[src/rtl/reconstrutor_caminho_pkg.sv]
// Shared defaults for the path reconstructor: address width and the
// path-length limit derived from the search grid.
package reconstrutor_caminho_pkg;

  localparam int unsigned ADDR_WIDTH_PADRAO = 8;
  // Square search grid; a simple path can never visit more nodes than the grid holds.
  localparam int unsigned GRADE_LADO        = 8;
  localparam int unsigned MAX_PASSOS_PADRAO = GRADE_LADO * GRADE_LADO;

  // Width needed to count 0..max_passos inclusive.
  function automatic int unsigned largura_passos(input int unsigned max_passos);
    return $clog2(max_passos + 1);
  endfunction

endpackage

[src/rtl/reconstrutor_caminho_if.sv]
// Table-write, command, path-stream and status signals of the path reconstructor.
// slave is the reconstructor side, master is the requester/consumer side.
interface reconstrutor_caminho_if
  import reconstrutor_caminho_pkg::*;
#(
  parameter int unsigned ADDR_WIDTH   = ADDR_WIDTH_PADRAO,
  parameter int unsigned PASSOS_WIDTH = largura_passos(MAX_PASSOS_PADRAO)
);

  logic                    anterior_wr_en_in;
  logic [ADDR_WIDTH-1:0]   anterior_wr_addr_in;
  logic [ADDR_WIDTH-1:0]   anterior_wr_data_in;
  logic                    iniciar_in;
  logic [ADDR_WIDTH-1:0]   fonte_in;
  logic [ADDR_WIDTH-1:0]   destino_in;
  logic                    ordem_direta_in;
  logic [ADDR_WIDTH-1:0]   caminho_data_out;
  logic                    caminho_valid_out;
  logic                    caminho_ready_in;
  logic                    caminho_ultimo_out;
  logic                    ocupado_out;
  logic                    pronto_out;
  logic                    erro_out;
  logic [PASSOS_WIDTH-1:0] comprimento_out;

  modport slave (
    input  anterior_wr_en_in, anterior_wr_addr_in, anterior_wr_data_in,
    input  iniciar_in, fonte_in, destino_in, ordem_direta_in, caminho_ready_in,
    output caminho_data_out, caminho_valid_out, caminho_ultimo_out,
    output ocupado_out, pronto_out, erro_out, comprimento_out
  );

  modport master (
    output anterior_wr_en_in, anterior_wr_addr_in, anterior_wr_data_in,
    output iniciar_in, fonte_in, destino_in, ordem_direta_in, caminho_ready_in,
    input  caminho_data_out, caminho_valid_out, caminho_ultimo_out,
    input  ocupado_out, pronto_out, erro_out, comprimento_out
  );

endinterface

[src/rtl/pilha_caminho.sv]
// LIFO used to reverse the walked path for source-to-destination emission.
module pilha_caminho #(
  parameter int unsigned LARGURA      = 8,
  parameter int unsigned PROFUNDIDADE = 64
) (
  input  logic                                  clk,
  input  logic                                  rst,
  input  logic                                  i_push,
  input  logic                                  i_pop,
  input  logic                                  i_flush,
  input  logic [LARGURA-1:0]                    i_dado,
  output logic [LARGURA-1:0]                    o_topo,
  output logic [$clog2(PROFUNDIDADE+1)-1:0]     o_contagem
);

  localparam int unsigned CONT_W = $clog2(PROFUNDIDADE + 1);
  localparam int unsigned IDX_W  = (PROFUNDIDADE > 1) ? $clog2(PROFUNDIDADE) : 1;

  logic [LARGURA-1:0] r_mem [PROFUNDIDADE];
  logic [CONT_W-1:0]  r_contagem;
  logic [IDX_W-1:0]   w_idx_livre;
  logic [IDX_W-1:0]   w_idx_topo;
  logic               w_cheia;
  logic               w_vazia;

  assign w_cheia     = (r_contagem == CONT_W'(PROFUNDIDADE));
  assign w_vazia     = (r_contagem == '0);
  assign w_idx_livre = IDX_W'(r_contagem);
  assign w_idx_topo  = IDX_W'(r_contagem - CONT_W'(1));

  // Occupancy: flush wins over push, push over pop.
  always_ff @(posedge clk) begin
    if (rst || i_flush) begin
      r_contagem <= '0;
    end else if (i_push && !w_cheia) begin
      r_contagem <= r_contagem + CONT_W'(1);
    end else if (i_pop && !w_vazia) begin
      r_contagem <= r_contagem - CONT_W'(1);
    end
  end

  // Storage is not reset; only the occupancy decides what is valid.
  always_ff @(posedge clk) begin
    if (i_push && !w_cheia && !i_flush) begin
      r_mem[w_idx_livre] <= i_dado;
    end
  end

  assign o_topo     = w_vazia ? '0 : r_mem[w_idx_topo];
  assign o_contagem = r_contagem;

endmodule

[src/rtl/reconstrutor_caminho.sv]
// Predecessor-table path reconstructor: walks destination back to source and
// streams the path in reverse or forward order, flagging loops and dead ends.
module reconstrutor_caminho
  import reconstrutor_caminho_pkg::*;
#(
  parameter int unsigned ADDR_WIDTH   = ADDR_WIDTH_PADRAO,
  parameter int unsigned MAX_PASSOS   = MAX_PASSOS_PADRAO,
  parameter int unsigned PASSOS_WIDTH = largura_passos(MAX_PASSOS)
) (
  input logic                   clk,
  input logic                   rst,
  reconstrutor_caminho_if.slave bus
);

  localparam int unsigned CONT_W = $clog2(MAX_PASSOS + 1);

  localparam logic [2:0] OCIOSO     = 3'd0;
  localparam logic [2:0] LER        = 3'd1;
  localparam logic [2:0] ESPERA     = 3'd2;
  localparam logic [2:0] EMITIR_REV = 3'd3;
  localparam logic [2:0] EMPILHAR   = 3'd4;
  localparam logic [2:0] EMITIR_DIR = 3'd5;
  localparam logic [2:0] FIM        = 3'd6;
  localparam logic [2:0] ERRO       = 3'd7;

  logic [2:0]              r_estado;
  logic [ADDR_WIDTH-1:0]   r_fonte;
  logic [ADDR_WIDTH-1:0]   r_atual;
  logic [ADDR_WIDTH-1:0]   r_pred;
  logic                    r_direta;
  logic [PASSOS_WIDTH-1:0] r_passos;
  logic                    r_erro;
  logic [PASSOS_WIDTH-1:0] r_comprimento;
  logic [ADDR_WIDTH-1:0]   r_tabela [2**ADDR_WIDTH];
  logic [ADDR_WIDTH-1:0]   r_ram_q;

  logic                    w_na_fonte;
  logic                    w_falha;
  logic                    w_push;
  logic                    w_pop;
  logic                    w_flush;
  logic [ADDR_WIDTH-1:0]   w_pilha_topo;
  logic [CONT_W-1:0]       w_pilha_contagem;
  logic                    w_ultimo_dir;

  assign w_na_fonte   = (r_atual == r_fonte);
  // Dead end (self-predecessor) or step budget exhausted before reaching the source.
  assign w_falha      = !w_na_fonte &&
                        ((r_ram_q == r_atual) || (r_passos == PASSOS_WIDTH'(MAX_PASSOS)));
  assign w_push       = (r_estado == EMPILHAR);
  assign w_pop        = (r_estado == EMITIR_DIR) && bus.caminho_ready_in;
  assign w_flush      = (r_estado == ERRO);
  assign w_ultimo_dir = (w_pilha_contagem == CONT_W'(1));

  // Predecessor table: writes only while idle, synchronous read of the current node.
  always_ff @(posedge clk) begin
    if ((r_estado == OCIOSO) && bus.anterior_wr_en_in) begin
      r_tabela[bus.anterior_wr_addr_in] <= bus.anterior_wr_data_in;
    end
    r_ram_q <= r_tabela[r_atual];
  end

  // Walk/emit sequencer.
  always_ff @(posedge clk) begin
    if (rst) begin
      r_estado      <= OCIOSO;
      r_fonte       <= '0;
      r_atual       <= '0;
      r_pred        <= '0;
      r_direta      <= 1'b0;
      r_passos      <= '0;
      r_erro        <= 1'b0;
      r_comprimento <= '0;
    end else begin
      case (r_estado)
        OCIOSO: begin
          if (bus.iniciar_in) begin
            r_fonte  <= bus.fonte_in;
            r_atual  <= bus.destino_in;
            r_direta <= bus.ordem_direta_in;
            r_passos <= '0;
            r_erro   <= 1'b0;
            r_estado <= LER;
          end
        end
        LER: r_estado <= ESPERA;
        ESPERA: begin
          r_pred <= r_ram_q;
          if (w_falha) begin
            r_erro   <= 1'b1;
            r_estado <= ERRO;
          end else begin
            r_estado <= r_direta ? EMPILHAR : EMITIR_REV;
          end
        end
        EMITIR_REV: begin
          if (bus.caminho_ready_in) begin
            r_passos <= r_passos + PASSOS_WIDTH'(1);
            if (w_na_fonte) begin
              r_estado <= FIM;
            end else begin
              r_atual  <= r_pred;
              r_estado <= LER;
            end
          end
        end
        EMPILHAR: begin
          r_passos <= r_passos + PASSOS_WIDTH'(1);
          if (w_na_fonte) begin
            r_estado <= EMITIR_DIR;
          end else begin
            r_atual  <= r_pred;
            r_estado <= LER;
          end
        end
        EMITIR_DIR: begin
          if (bus.caminho_ready_in && w_ultimo_dir) begin
            r_estado <= FIM;
          end
        end
        FIM: begin
          r_comprimento <= r_passos;
          r_estado      <= OCIOSO;
        end
        ERRO: begin
          r_erro   <= 1'b1;
          r_estado <= OCIOSO;
        end
        default: r_estado <= OCIOSO;
      endcase
    end
  end

  pilha_caminho #(
    .LARGURA      (ADDR_WIDTH),
    .PROFUNDIDADE (MAX_PASSOS)
  ) u_pilha (
    .clk        (clk),
    .rst        (rst),
    .i_push     (w_push),
    .i_pop      (w_pop),
    .i_flush    (w_flush),
    .i_dado     (r_atual),
    .o_topo     (w_pilha_topo),
    .o_contagem (w_pilha_contagem)
  );

  // Stream outputs are decoded from state so they hold steady under backpressure.
  always_comb begin
    bus.caminho_valid_out  = 1'b0;
    bus.caminho_data_out   = '0;
    bus.caminho_ultimo_out = 1'b0;
    if (r_estado == EMITIR_REV) begin
      bus.caminho_valid_out  = 1'b1;
      bus.caminho_data_out   = r_atual;
      bus.caminho_ultimo_out = w_na_fonte;
    end else if (r_estado == EMITIR_DIR) begin
      bus.caminho_valid_out  = 1'b1;
      bus.caminho_data_out   = w_pilha_topo;
      bus.caminho_ultimo_out = w_ultimo_dir;
    end
  end

  assign bus.ocupado_out     = (r_estado != OCIOSO);
  assign bus.pronto_out      = (r_estado == FIM);
  assign bus.erro_out        = r_erro;
  assign bus.comprimento_out = r_comprimento;

endmodule

[src/flat_wrapper.sv]
// flat-port wrapper written by rule: the top's interface ports become plain ports
module reconstrutor_caminho_flat import reconstrutor_caminho_pkg::*;
#(
  parameter int unsigned ADDR_WIDTH   = ADDR_WIDTH_PADRAO,
  parameter int unsigned MAX_PASSOS   = MAX_PASSOS_PADRAO,
  parameter int unsigned PASSOS_WIDTH = largura_passos(MAX_PASSOS)
)
  (clk, rst, bus_anterior_wr_en_in, bus_anterior_wr_addr_in, bus_anterior_wr_data_in, bus_iniciar_in, bus_fonte_in, bus_destino_in, bus_ordem_direta_in, bus_caminho_ready_in, bus_caminho_data_out, bus_caminho_valid_out, bus_caminho_ultimo_out, bus_ocupado_out, bus_pronto_out, bus_erro_out, bus_comprimento_out);
  reconstrutor_caminho_if #(.ADDR_WIDTH(ADDR_WIDTH), .PASSOS_WIDTH(PASSOS_WIDTH)) bus_i ();
  input logic clk;
  input logic rst;
  input wire logic [$bits(bus_i.anterior_wr_en_in)-1:0] bus_anterior_wr_en_in;
  input wire logic [$bits(bus_i.anterior_wr_addr_in)-1:0] bus_anterior_wr_addr_in;
  input wire logic [$bits(bus_i.anterior_wr_data_in)-1:0] bus_anterior_wr_data_in;
  input wire logic [$bits(bus_i.iniciar_in)-1:0] bus_iniciar_in;
  input wire logic [$bits(bus_i.fonte_in)-1:0] bus_fonte_in;
  input wire logic [$bits(bus_i.destino_in)-1:0] bus_destino_in;
  input wire logic [$bits(bus_i.ordem_direta_in)-1:0] bus_ordem_direta_in;
  input wire logic [$bits(bus_i.caminho_ready_in)-1:0] bus_caminho_ready_in;
  output wire logic [$bits(bus_i.caminho_data_out)-1:0] bus_caminho_data_out;
  output wire logic [$bits(bus_i.caminho_valid_out)-1:0] bus_caminho_valid_out;
  output wire logic [$bits(bus_i.caminho_ultimo_out)-1:0] bus_caminho_ultimo_out;
  output wire logic [$bits(bus_i.ocupado_out)-1:0] bus_ocupado_out;
  output wire logic [$bits(bus_i.pronto_out)-1:0] bus_pronto_out;
  output wire logic [$bits(bus_i.erro_out)-1:0] bus_erro_out;
  output wire logic [$bits(bus_i.comprimento_out)-1:0] bus_comprimento_out;
  assign bus_i.anterior_wr_en_in = bus_anterior_wr_en_in;
  assign bus_i.anterior_wr_addr_in = bus_anterior_wr_addr_in;
  assign bus_i.anterior_wr_data_in = bus_anterior_wr_data_in;
  assign bus_i.iniciar_in = bus_iniciar_in;
  assign bus_i.fonte_in = bus_fonte_in;
  assign bus_i.destino_in = bus_destino_in;
  assign bus_i.ordem_direta_in = bus_ordem_direta_in;
  assign bus_i.caminho_ready_in = bus_caminho_ready_in;
  assign bus_caminho_data_out = bus_i.caminho_data_out;
  assign bus_caminho_valid_out = bus_i.caminho_valid_out;
  assign bus_caminho_ultimo_out = bus_i.caminho_ultimo_out;
  assign bus_ocupado_out = bus_i.ocupado_out;
  assign bus_pronto_out = bus_i.pronto_out;
  assign bus_erro_out = bus_i.erro_out;
  assign bus_comprimento_out = bus_i.comprimento_out;
  reconstrutor_caminho #(.ADDR_WIDTH(ADDR_WIDTH), .MAX_PASSOS(MAX_PASSOS), .PASSOS_WIDTH(PASSOS_WIDTH)) u_core (.clk(clk), .rst(rst), .bus(bus_i));
endmodule
[config.mk]
export PLATFORM = sky130hd
export DESIGN_NAME = reconstrutor_caminho_flat
export DESIGN_NICKNAME = d
export VERILOG_FILES = /design/src/rtl/reconstrutor_caminho_pkg.sv /design/src/rtl/reconstrutor_caminho_if.sv /design/src/rtl/pilha_caminho.sv /design/src/rtl/reconstrutor_caminho.sv /design/src/flat_wrapper.sv
export SDC_FILE = /design/constraint.sdc
export NUM_CORES = 2
export LEC_CHECK = 0
export ABC_CLOCK_PERIOD_IN_PS = 8800
export CAP_MARGIN = 30
export CORE_MARGIN = 2
export CORE_UTILIZATION = 52
export CTS_BUF_LIST = sky130_fd_sc_hd__clkbuf_4 sky130_fd_sc_hd__clkbuf_8
export DETAILED_ROUTE_END_ITERATION = 16
export PLACE_DENSITY_LB_ADDON = 0.3
export SYNTH_ARGS = -nofsm -noshare
export SYNTH_HDL_FRONTEND = slang
export SYNTH_SLANG_ARGS = --single-unit
[constraint.sdc]
create_clock -name clk -period 8.8 [get_ports clk]
set_input_delay 1.32 -clock clk [delete_from_list [all_inputs] [get_ports clk]]
set_output_delay 1.32 -clock clk [all_outputs]
set_load 0.02 [all_outputs]
==> impl_metrics.json <==
{
  "clock-skew-final_ns": 0.0575,
  "seq_area_frac_synth_pct": 76.5,
  "vias_per_cell": 6.27,
  "place.gp.congestion": 0.855,
  "num-fill-cells": 14170,
  "hold_depth": 2,
  "cts_inserted_buffers": 424,
  "maxSlewViolCount": 0,
  "crit_buf_inv": 3,
  "r2r_setup_slack_ns": 4.32,
  "placeableCoreArea_sq_um": 195000,
  "layout_worst_path_cycle_share_pct": 77.0,
  "yosysTopAreaCellShare_pct": 75.3,
  "rr_worst_depth": 9,
  "timing.critical_path.max_delay_family": "buffers and inverters",
  "dieWidth_um": 447,
  "ys_dominant_reg_cell": "edfxtp_1",
  "status": "complete, no violations",
  "synth-edff-count": 2560,
  "post_synth.cell_area_avg_sq_um": 20.5,
  "crit_path_max_fanout": 52,
  "route.detailed.wl_per_inst_um": 29.8,
  "start_util_pct": 52.3,
  "yosys_warnings": 0,
  "slew_headroom_pct": 24.8,
  "die_h_um": 447,
  "list_of_most_frequent_post_synthesis_cells": "2560 x edfxtp_1, 568 x mux4_2, 382 x nor2_1",
  "maximum_number_of_pins_on_one_net_before_global_route_repair": 190,
  "setup.worst_path.class": "flop to output port",
  "timing.critical_path.arrival_ns": 5.45,
  "io_buffers": 57,
  "drc": 0,
  "rsz0062_at_grt": "false",
  "initial_antenna_violation_count": 9,
  "static-leakage-power_nw": 34.6,
  "detail-route-antenna-nets": 0,
  "clock_tree.root_cell": "clkbuf_8",
  "area_delta_synth_final_pct": 11.2,
  "synthMostInstantiatedCell": "edfxtp_1",
  "largest_stage_delay_on_the_critical_path_ns": 0.78,
  "synth_nets": 5015,
  "multiInputGateArea_sq_um": 22300,
  "critPathCaptureType": "output port",
  "cts_hold_buf": 0,
  "synth_largest_area_cell": "edfxtp_1",
  "max_freq_mhz": 148,
  "p_per_area_nw_per_um2": 277,
  "tns_ns": 0,
  "hold-path-endpoint": "u_core.bus.comprimento_out[1]",
  "post_cts_resize_count": 0,
  "hold_violations": 0,
  "tritoncts": "built",
  "drt-total-wl_um": 245000,
  "path_cells": "inv_1 > ha_4 > xor2_4 > buf_4 > mux4_2 > mux2i_1 > o211ai_1 > clkdlybuf4s50_1",
  "final-setup-viol-count": 0,
  "globalRouteTotalUtil_pct": 24.6,
  "cp_data_required_time_ns": 7.48,
  "clkTransAtPathRegs_ns": 0.06,
  "min_period_ns": 6.77,
  "synth.lib_cells_used.distinct": 80,
  "cts.sink_count": 2618,
  "io_pins": 58,
  "num_vias": 51653,
  "synth_cells": 4971,
  "syn_area_sq_um": 102000,
  "die_area_sq_um": 200000,
  "via_count_of_the_first_global_routing_pass": 51510,
  "ys_async_sr_fraction_pct": 0,
  "drtPass1Iterations": 6,
  "worst_setup_path_start_kind": "flop",
  "worstSkewPairLatency_ns": 1.09,
  "row_count": 162,
  "nets": 5341,
  "place_inst": 7479,
  "postCtsSetupBuffers": 0,
  "htree_levels": 5,
  "start_of_the_worst_register_to_register_path": "u_core.r_atual[2]",
  "synth.top_cells.by_area": "edfxtp_1 75%, mux4_2 13%, mux2i_1 1.9%",
  "finalPower_w": 0.0314,
  "postSynthRegisterBits": 2618,
  "global_route.overflow_total": 0,
  "crit-reg2reg-capture": "u_core.r_ram_q[0]",
  "grt_pass1_wl_um": 355000,
  "hpwlAfterDp_um": 144000,
  "peak_supply_drop_mv": 0.205,
  "hold_path.class": "flop to flop",
  "detailedRoute.firstIterationViolations": 6297,
  "worst_slew_pin_slew_ns": 1.13,
  "worst_hold_startpoint": "u_core.bus.comprimento_out[1]",
  "final_cells": 8234,
  "drv.max_cap_violation_count": 0,
  "timing.critical_path.slowest_stage_cell": "buf_4",
  "maximum_buffer_depth_of_the_clock_tree": 4,
  "final_layout_size_suffix_gt1_share_pct": 25.1,
  "sequential_cell_area_sq_um": 78100
}
## worst min-delay path: cells and delay by family, from the launching register on
kind | cells | cell delay, ns
AOI/OAI and AO/OA | 1 | 0.05
DFF | 1 | 0.31
and+or+nand+nor | 1 | 0.05
## report_power, final
group | leakage (nW) | internal, W | switching [W]
Clock | 4.20 | 0.00536 | 0.00462
Sequential | 23.6 | 0.0141 | 0.000266
Combinational | 6.87 | 0.00277 | 0.00430
Total | 34.6 | 0.0222 | 0.00918
## worst max-delay path by stage
stage | startpoint | endpoint | slack [ns] | depth (start not counted)
2_1_floorplan | u_core.u_pilha.o_contagem[0] | bus_caminho_data_out[6] | 4.32 | 13
3_3_place_gp | u_core.u_pilha.o_contagem[0] | bus_caminho_data_out[5] | 3.12 | 8
3_5_place_dp | u_core.u_pilha.o_contagem[0] | bus_caminho_data_out[5] | 3.10 | 8
4_1_cts | u_core.u_pilha.o_contagem[0] | bus_caminho_data_out[5] | 1.91 | 8
5_1_grt | u_core.u_pilha.o_contagem[0] | bus_caminho_data_out[6] | 1.74 | 10
6_report | u_core.u_pilha.o_contagem[0] | bus_caminho_data_out[5] | 2.03 | 8
## logic make-up (layout without fill, tap and decap cells)
kind of cell | after synthesis | count (layout) | share of synthesized area [%]
fa+ha+maj | 6 | 6 | 0.0736
buf+inv | 309 | 941 | 1.86
mux | 772 | 772 | 14.5
flops | 2618 | 2618 | 76.5
compound gates | 547 | 547 | 3.79
xor+xnor | 27 | 27 | 0.239
other cells | 0 | 7 | 0
simple gates | 692 | 692 | 3.03
## cell usage in the layout (no fill, tap or decap), drive strengths merged, types with 36 or more instances in the layout
cell type	count
clkinv	155
o22ai	48
edfxtp	2560
mux4	568
nor3	37
a211oi	36
dfxtp	58
a21oi	129
mux2i	193
nand2	108
o221ai	36
clkdlybuf4s50	49
clkbuf	566
buf	138
a22oi	140
nor2	383
## registers in the layout, indices dropped and copies added (netlist names)
register                    count
u_core.r_fonte                  8
u_core.r_atual                  8
u_core.bus.comprimento_out      7
u_core.bus.erro_out             1
u_core.r_direta                 1
u_core.u_pilha.o_contagem       7
u_core.u_pilha.r_mem          512
u_core.r_passos                 7
u_core.r_pred                   8
u_core.r_tabela              2048
u_core.r_estado                 3
u_core.r_ram_q                  8
## metrics by stage
step	instance area, sq um	setup WS [ns]	util, %	hold WS (ns)
global placement	105000	3.12	53.9	0.443
CTS	113000	1.91	58.1	0.457
finish	113000	2.03	58.2	0.455
global route	113000	1.74	58.2	0.477
detailed placement	105000	3.10	54.0	0.450
floorplan	102000	4.32	-	0.436
## layer usage
layer | vias to the layer above | global-route usage [%] | routed length, um
met2 | 2692 | 38.5 | 117000
met3 | 439 | 5.13 | 22700
met1 | 27133 | 35.0 | 97500
met4 | 4 | 7.82 | 7360
li1 | 21385 | - | -
met5 | - | 0 | 30
## final cells by class
class	instances	share of cell area [%]
Antenna cell	7	0.0154
Sequential cell	2618	68.8
Inverter	14	0.0463
Clock inverter	174	0.899
Tap cell	2624	2.89
Multi-Input combinational cell	2044	19.6
Timing Repair Buffer	195	1.65
Clock buffer	558	6.08
No activity file was read; power rests on OpenSTA's default activity.
